===== config.mk =====
export PLATFORM = sky130hd
export DESIGN_NAME = dmem_lsu
export DESIGN_NICKNAME = d
export VERILOG_FILES = /design/src/rtl/dmem_lsu.sv
export SDC_FILE = /design/constraint.sdc
export NUM_CORES = 1
export LEC_CHECK = 0
export CELL_PAD_IN_SITES_DETAIL_PLACEMENT = 0
export CELL_PAD_IN_SITES_GLOBAL_PLACEMENT = 2
export CORE_ASPECT_RATIO = 0.75
export CORE_UTILIZATION = 26
export DETAILED_ROUTE_END_ITERATION = 10
export GPL_TIMING_DRIVEN = 0
export PLACE_DENSITY_LB_ADDON = 0.1
export SLEW_MARGIN = 20
export SYNTH_ARGS = -nofsm -noshare
export SYNTH_HDL_FRONTEND = slang
export SYNTH_SLANG_ARGS = --single-unit

===== constraint.sdc =====
create_clock -name clk -period 2.1 [get_ports clk]
set_input_delay 0.42 -clock clk [delete_from_list [all_inputs] [get_ports clk]]
set_output_delay 0.42 -clock clk [all_outputs]
set_load 0.02 [all_outputs]

===== src/rtl/dmem_lsu.sv =====
// Load/store unit between the single-cycle control unit and a word-organised data memory.
// Latency: 3 cycles for a zero-wait access (IDLE→BUSY→DONE); an access error completes in 2.
// Backpressure: stays in BUSY until mem_ready, stalling the PC; aborts after TIMEOUT cycles.
//
// Ports:
//   clk, rst_n        : clock (rising edge), asynchronous active-low reset
//   req_rd/req_wr     : load / store request from the control unit
//   req_addr          : byte address; req_wdata: right-justified store data
//   req_fun3          : instruction fun3 (access size and signedness)
//   rdata             : right-justified, unextended load data (held until next load completes)
//   stall             : holds PC/instruction while an access is outstanding
//   err_access        : one-cycle pulse for a misaligned or illegal request
//   err_timeout       : one-cycle pulse when memory never answered
//   mem_req/mem_we/mem_addr/mem_be/mem_wdata : registered memory request
//   mem_ready/mem_rdata                      : memory completion and read word
module dmem_lsu #(
  parameter int TIMEOUT = 16
) (
  input  logic        clk,
  input  logic        rst_n,
  input  logic        req_rd,
  input  logic        req_wr,
  input  logic [31:0] req_addr,
  input  logic [31:0] req_wdata,
  input  logic [2:0]  req_fun3,
  output logic [31:0] rdata,
  output logic        stall,
  output logic        err_access,
  output logic        err_timeout,
  output logic        mem_req,
  output logic        mem_we,
  output logic [29:0] mem_addr,
  output logic [3:0]  mem_be,
  output logic [31:0] mem_wdata,
  input  logic        mem_ready,
  input  logic [31:0] mem_rdata
);

  typedef enum logic [1:0] {
    IDLE = 2'b00,
    BUSY = 2'b01,
    DONE = 2'b10
  } state_t;

  localparam int             CW       = $clog2(TIMEOUT + 1);
  localparam logic [CW-1:0]  CNT_LAST = CW'(TIMEOUT - 1);

  state_t        state_q;
  logic [CW-1:0] cnt_q;
  logic [1:0]    size_q;     // 00 byte, 01 half, 10 word
  logic [1:0]    addr_lo_q;  // byte lane of the outstanding access

  logic          req_any;
  logic [1:0]    size_d;
  logic          illegal;
  logic          misaligned;
  logic [3:0]    be_d;
  logic [31:0]   wdata_d;
  logic [31:0]   rd_shift_b;
  logic [31:0]   rd_shift_h;
  logic [31:0]   rdata_ext;

  // Request decode: size, legality, lane enables and replicated write data.
  always_comb begin
    req_any = req_rd | req_wr;
    size_d  = req_fun3[1:0];

    if (req_rd && req_wr) begin
      illegal = 1'b1;
    end else if (req_rd) begin
      illegal = !(req_fun3 inside {3'b000, 3'b001, 3'b010, 3'b100, 3'b101});
    end else begin
      illegal = !(req_fun3 inside {3'b000, 3'b001, 3'b010});
    end

    misaligned = ((size_d == 2'b01) && req_addr[0]) ||
                 ((size_d == 2'b10) && (req_addr[1:0] != 2'b00));

    case (size_d)
      2'b00: begin
        be_d    = 4'b0001 << req_addr[1:0];
        wdata_d = {4{req_wdata[7:0]}};
      end
      2'b01: begin
        be_d    = req_addr[1] ? 4'b1100 : 4'b0011;
        wdata_d = {2{req_wdata[15:0]}};
      end
      default: begin
        be_d    = 4'b1111;
        wdata_d = req_wdata;
      end
    endcase
  end

  // Read extraction uses the lane/size latched at request time, not the live inputs.
  always_comb begin
    rd_shift_b = mem_rdata >> {addr_lo_q, 3'b000};
    rd_shift_h = mem_rdata >> {addr_lo_q[1], 4'b0000};
    case (size_q)
      2'b00:   rdata_ext = {24'b0, rd_shift_b[7:0]};
      2'b01:   rdata_ext = {16'b0, rd_shift_h[15:0]};
      default: rdata_ext = mem_rdata;
    endcase
  end

  // Stall is the only combinational output; it must read 0 while reset is held.
  always_comb begin
    stall = rst_n && ((state_q == BUSY) || ((state_q == IDLE) && req_any));
  end

  always_ff @(posedge clk or negedge rst_n) begin
    if (!rst_n) begin
      state_q     <= IDLE;
      cnt_q       <= '0;
      size_q      <= 2'b00;
      addr_lo_q   <= 2'b00;
      rdata       <= '0;
      err_access  <= 1'b0;
      err_timeout <= 1'b0;
      mem_req     <= 1'b0;
      mem_we      <= 1'b0;
      mem_addr    <= '0;
      mem_be      <= '0;
      mem_wdata   <= '0;
    end else begin
      err_access  <= 1'b0;
      err_timeout <= 1'b0;
      case (state_q)
        IDLE: begin
          if (req_any) begin
            if (illegal || misaligned) begin
              // Rejected without touching memory; the error shows in DONE.
              err_access <= 1'b1;
              state_q    <= DONE;
            end else begin
              mem_req   <= 1'b1;
              mem_we    <= req_wr;
              mem_addr  <= req_addr[31:2];
              mem_be    <= be_d;
              mem_wdata <= req_wr ? wdata_d : 32'h0;
              size_q    <= size_d;
              addr_lo_q <= req_addr[1:0];
              cnt_q     <= '0;
              state_q   <= BUSY;
            end
          end
        end
        BUSY: begin
          if (mem_ready) begin
            if (!mem_we) begin
              rdata <= rdata_ext;
            end
            mem_req   <= 1'b0;
            mem_we    <= 1'b0;
            mem_addr  <= '0;
            mem_be    <= '0;
            mem_wdata <= '0;
            cnt_q     <= '0;
            state_q   <= DONE;
          end else if (cnt_q == CNT_LAST) begin
            // TIMEOUT cycles of mem_req without a response: abandon the access.
            mem_req     <= 1'b0;
            mem_we      <= 1'b0;
            mem_addr    <= '0;
            mem_be      <= '0;
            mem_wdata   <= '0;
            cnt_q       <= '0;
            err_timeout <= 1'b1;
            state_q     <= DONE;
          end else begin
            cnt_q <= cnt_q + CW'(1);
          end
        end
        DONE: begin
          // The retiring instruction is still on the request inputs; never restart here.
          state_q <= IDLE;
        end
        default: begin
          state_q <= IDLE;
        end
      endcase
    end
  end

endmodule


==> flow_summary_export.csv <==
group,metric,value,unit
run_status,status,"finished, final reports clean",
floorplan,start_util,26.72,%
placed_design,hpwl,12390,µm
sta,relSlewSlack,47.97,%
finish,drive_gt1_share,11.24,%
floorplan,die_h,121.8,µm
critical_path,reg2reg_depth,6,
clocking,cts_tree,"done",
pwr,p_per_area,1195,nW/µm²
clocking,clkSinkCount,113,
clocking,h-tree-depth,4,
pwr,irDropWorstVdd,0.5715,mV
synth,yosys_warnings,0,
sta,final.setup.tns,0,ns
clocking,clk_latency,0.41,ns
drt,drc,0,
finish,area_growth,62.45,%
global_routing,met3_usage,6.844,%
drt,detail_route.wl_per_cell,18.55,µm
drt,vias_per_cell,4.693,
global_routing,grt_pass1_vias,4609,
finish,ff_latch_area,2829,µm²
drt,drtAntennaViolNets,0,
synth,synth_area_per_cell,11.49,µm²
clocking,clk_pin_slew,0.06,ns
finish,n_antenna_cell,0,
floorplan,dieWidth,161.7,µm
global_routing,antenna_found_initial,0,
drt,routed_wirelength,17120,µm
finish,multi_input_area,2007,µm²
global_routing,met1_usage,25.38,%
placed_design,gp_congestion,0.7910,
global_routing,use_met2,25.84,%
global_routing,overflow,0,
critical_path,cp.arrival,2.24,ns
sta,setup_viol,0,
global_routing,top_usage_layer,"met2",
critical_path,crit_required,2.39,ns
global_routing,grtUsageTotal,18.14,%
sta,maxSlewViolCount,0,
synth,syn_area,4975,µm²
hold_path,min_path_type,"in2async",
critical_path,critPathMaxFanout,9,
clocking,clk_path_buf_depth,2,
drt,drtIter0Drc,196,
sta,hold_violations,0,
critical_path,start_kind,"input port",
synth,synth_nets,538,
pwr,p_leak,0.003524,µW
clocking,numCtsBuffers,17,
floorplan,die_area,19700,µm²
critical_path,regToRegSetupSlack,0.20,ns
sta,worstMarginPinSlew,0.7805,ns
sta,fmax,513.4,MHz
sta,post-route-min-period,1.948,ns
synth,synth_cell_types,44,
sta,timing.hold.ws,0.04960,ns
placed_design,io_buffers,204,
critical_path,critical_path_class,"in2reg",
sta,fin_skew,0.009268,ns
synth,synth_edf_count,0,
clocking,root_buffer,"clkbuf_16",
floorplan,io_pins,207,
synth,netlist_instances,433,
synth,synth-seq-cells,113,
sta,rsz0062_at_grt,"false",
synth,synthFlopType,"dfrtp_1",
drt,first_pass_iters,5,
critical_path,r2r-start,"cnt_q[0]",
global_routing,grt_pass1_wl,26660,µm
synth,postSynth.asyncResetShare,100.0,%
critical_path,end_kind,"register",
finish,fillers,1774,
global_routing,grt_max_degree,54,
floorplan,fp.coreArea,18620,µm²
sta,post-route-period-util,92.76,%
run,drv_cap,0,
floorplan,rows,43,
drt,vias,4332,
pwr,finalPower,9658,µW
finish,nNetsFinal,768,
synth,ys_seq_area_share,56.84,%
critical_path,r2r_end,"mem_addr[23]",
==> routing by layer <==
| metal | wire, µm | share of wire (%) |
|---|---|---|
| met5 | 0 | 0 |
| met4 | 193 | 1.1 |
| met3 | 1272 | 7.4 |
| met2 | 7351 | 43 |
| met1 | 8303 | 48 |
==> power by group <==
| part | switching, µW | total (µW) | internal (µW) |
|---|---|---|---|
| logic | 1930 | 3710 | 1780 |
| registers | 367 | 3170 | 2800 |
| clock network | 1110 | 2780 | 1670 |
| total | 3410 | 9660 | 6250 |
==> cells in the mapped netlist, types with 2 or more instances <==
cell       count  area share (%)
dfrtp_1      113              57
a22o_1        62              11
nand2_1       47             3.5
nor2_1        28             2.1
nand3_1       19             1.9
clkbuf_1      17             1.3
mux2i_1       16             3.2
o2bb2ai_1     13             2.3
mux2_2        11             2.5
nand2b_1      11             1.4
o21ai_0       11             1.1
a221oi_1       8             1.4
a222oi_1       8             1.6
nor2b_1        8             1.0
buf_2          6            0.60
o21ai_1        6            0.60
a211oi_1       5            0.75
a21o_1         3            0.45
buf_1          3            0.23
buf_4          3            0.45
buf_6          3            0.68
inv_1          3            0.23
nor3_1         3            0.30
o21bai_1       3            0.45
a21boi_0       2            0.30
a21oi_1        2            0.20
and2_1         2            0.25
==> timing repair <==
action	in CTS	in global routing
hold buffers	5	0
buffers inserted	1	0
pin swaps	1	0
setup endpoints to repair	58	57
cloned	0	0
resized for setup	5	9
endpoints found under the hold margin	53	0
==> final cells by class <==
type | instances | share of cell area, %
clock inverter | 14 | 1.626
sequential | 113 | 35.01
multi-input combinational | 284 | 24.83
clock buffer | 18 | 5.434
inverter | 4 | 0.1858
timing repair buffer | 211 | 27.09
tap | 247 | 3.824
buffer | 32 | 1.997
==> layout by cell type (no fill, tap or decap), drive strengths merged, types with 2 or more instances in the layout <==
cell type,instances
nor3b,2
a211oi,5
o2bb2ai,13
a22o,62
a221oi,8
a21boi,2
nand2b,11
nand3,19
dfrtp,113
and2,2
mux2,11
nor2,29
a21o,3
mux2i,16
a21oi,2
a222oi,8
clkinvlp,4
clkdlybuf4s50,201
nor2b,8
o21ai,17
nor3,4
buf,22
nand2,47
clkbuf,36
o21bai,3
inv,6
clkinv,7
==> how the worst max path moves through the flow <==
stage                startpoint            end  slack, ns
finish                   req_rd      size_q[0]       0.15
global placement          rst_n          stall      -4.33
global route             req_rd   addr_lo_q[0]       0.04
CTS                  state_q[0]          stall       0.02
floorplan           req_fun3[0]  mem_wdata[31]       0.33
detailed placement       req_rd          stall      -0.44
==> per-stage QoR <==
stage          area [µm²]  instances  utilization, %  worst slack (ns)
6_report             8082        923           43.41            0.1521
3_3_place_gp         7326        884           39.35            -4.334
4_1_cts              8051        923           43.25           0.01917
2_1_floorplan        4975        433               -            0.3305
3_5_place_dp         7355        885           39.51           -0.4443
5_1_grt              8082        923           43.41           0.04021
==> cells by family (layout without fill, tap and decap cells) <==
kind of cell             count (synthesis)  count (layout)  share of synthesized area [%]
buffers and inverters                   36             279                          3.546
multiplexers                            27              27                          5.709
flip-flops                             113             113                          56.84
AND/OR/NAND/NOR                        128             128                          12.32
adder cells (fa/ha/maj)                  1               1                         0.2515
AO/OA/AOI/OAI                          128             128                          21.33
==> state kept, by name (all words and copies together) (netlist names) <==
name and cells:
mem_wdata 32, err_timeout 1, rdata 32, mem_we 1, size_q 2, mem_be 4
mem_addr 30, mem_req 1, cnt_q 5, state_q 2, addr_lo_q 2, err_access 1
==> worst max-delay path, cell delays in order <==
cell,delay [ns]
clkdlybuf4s50_1,0.57
mux2i_2,0.28
nand3_1,0.25
nor2_4,0.35
mux2_2,0.37
Power figures use the tool's default switching activity.
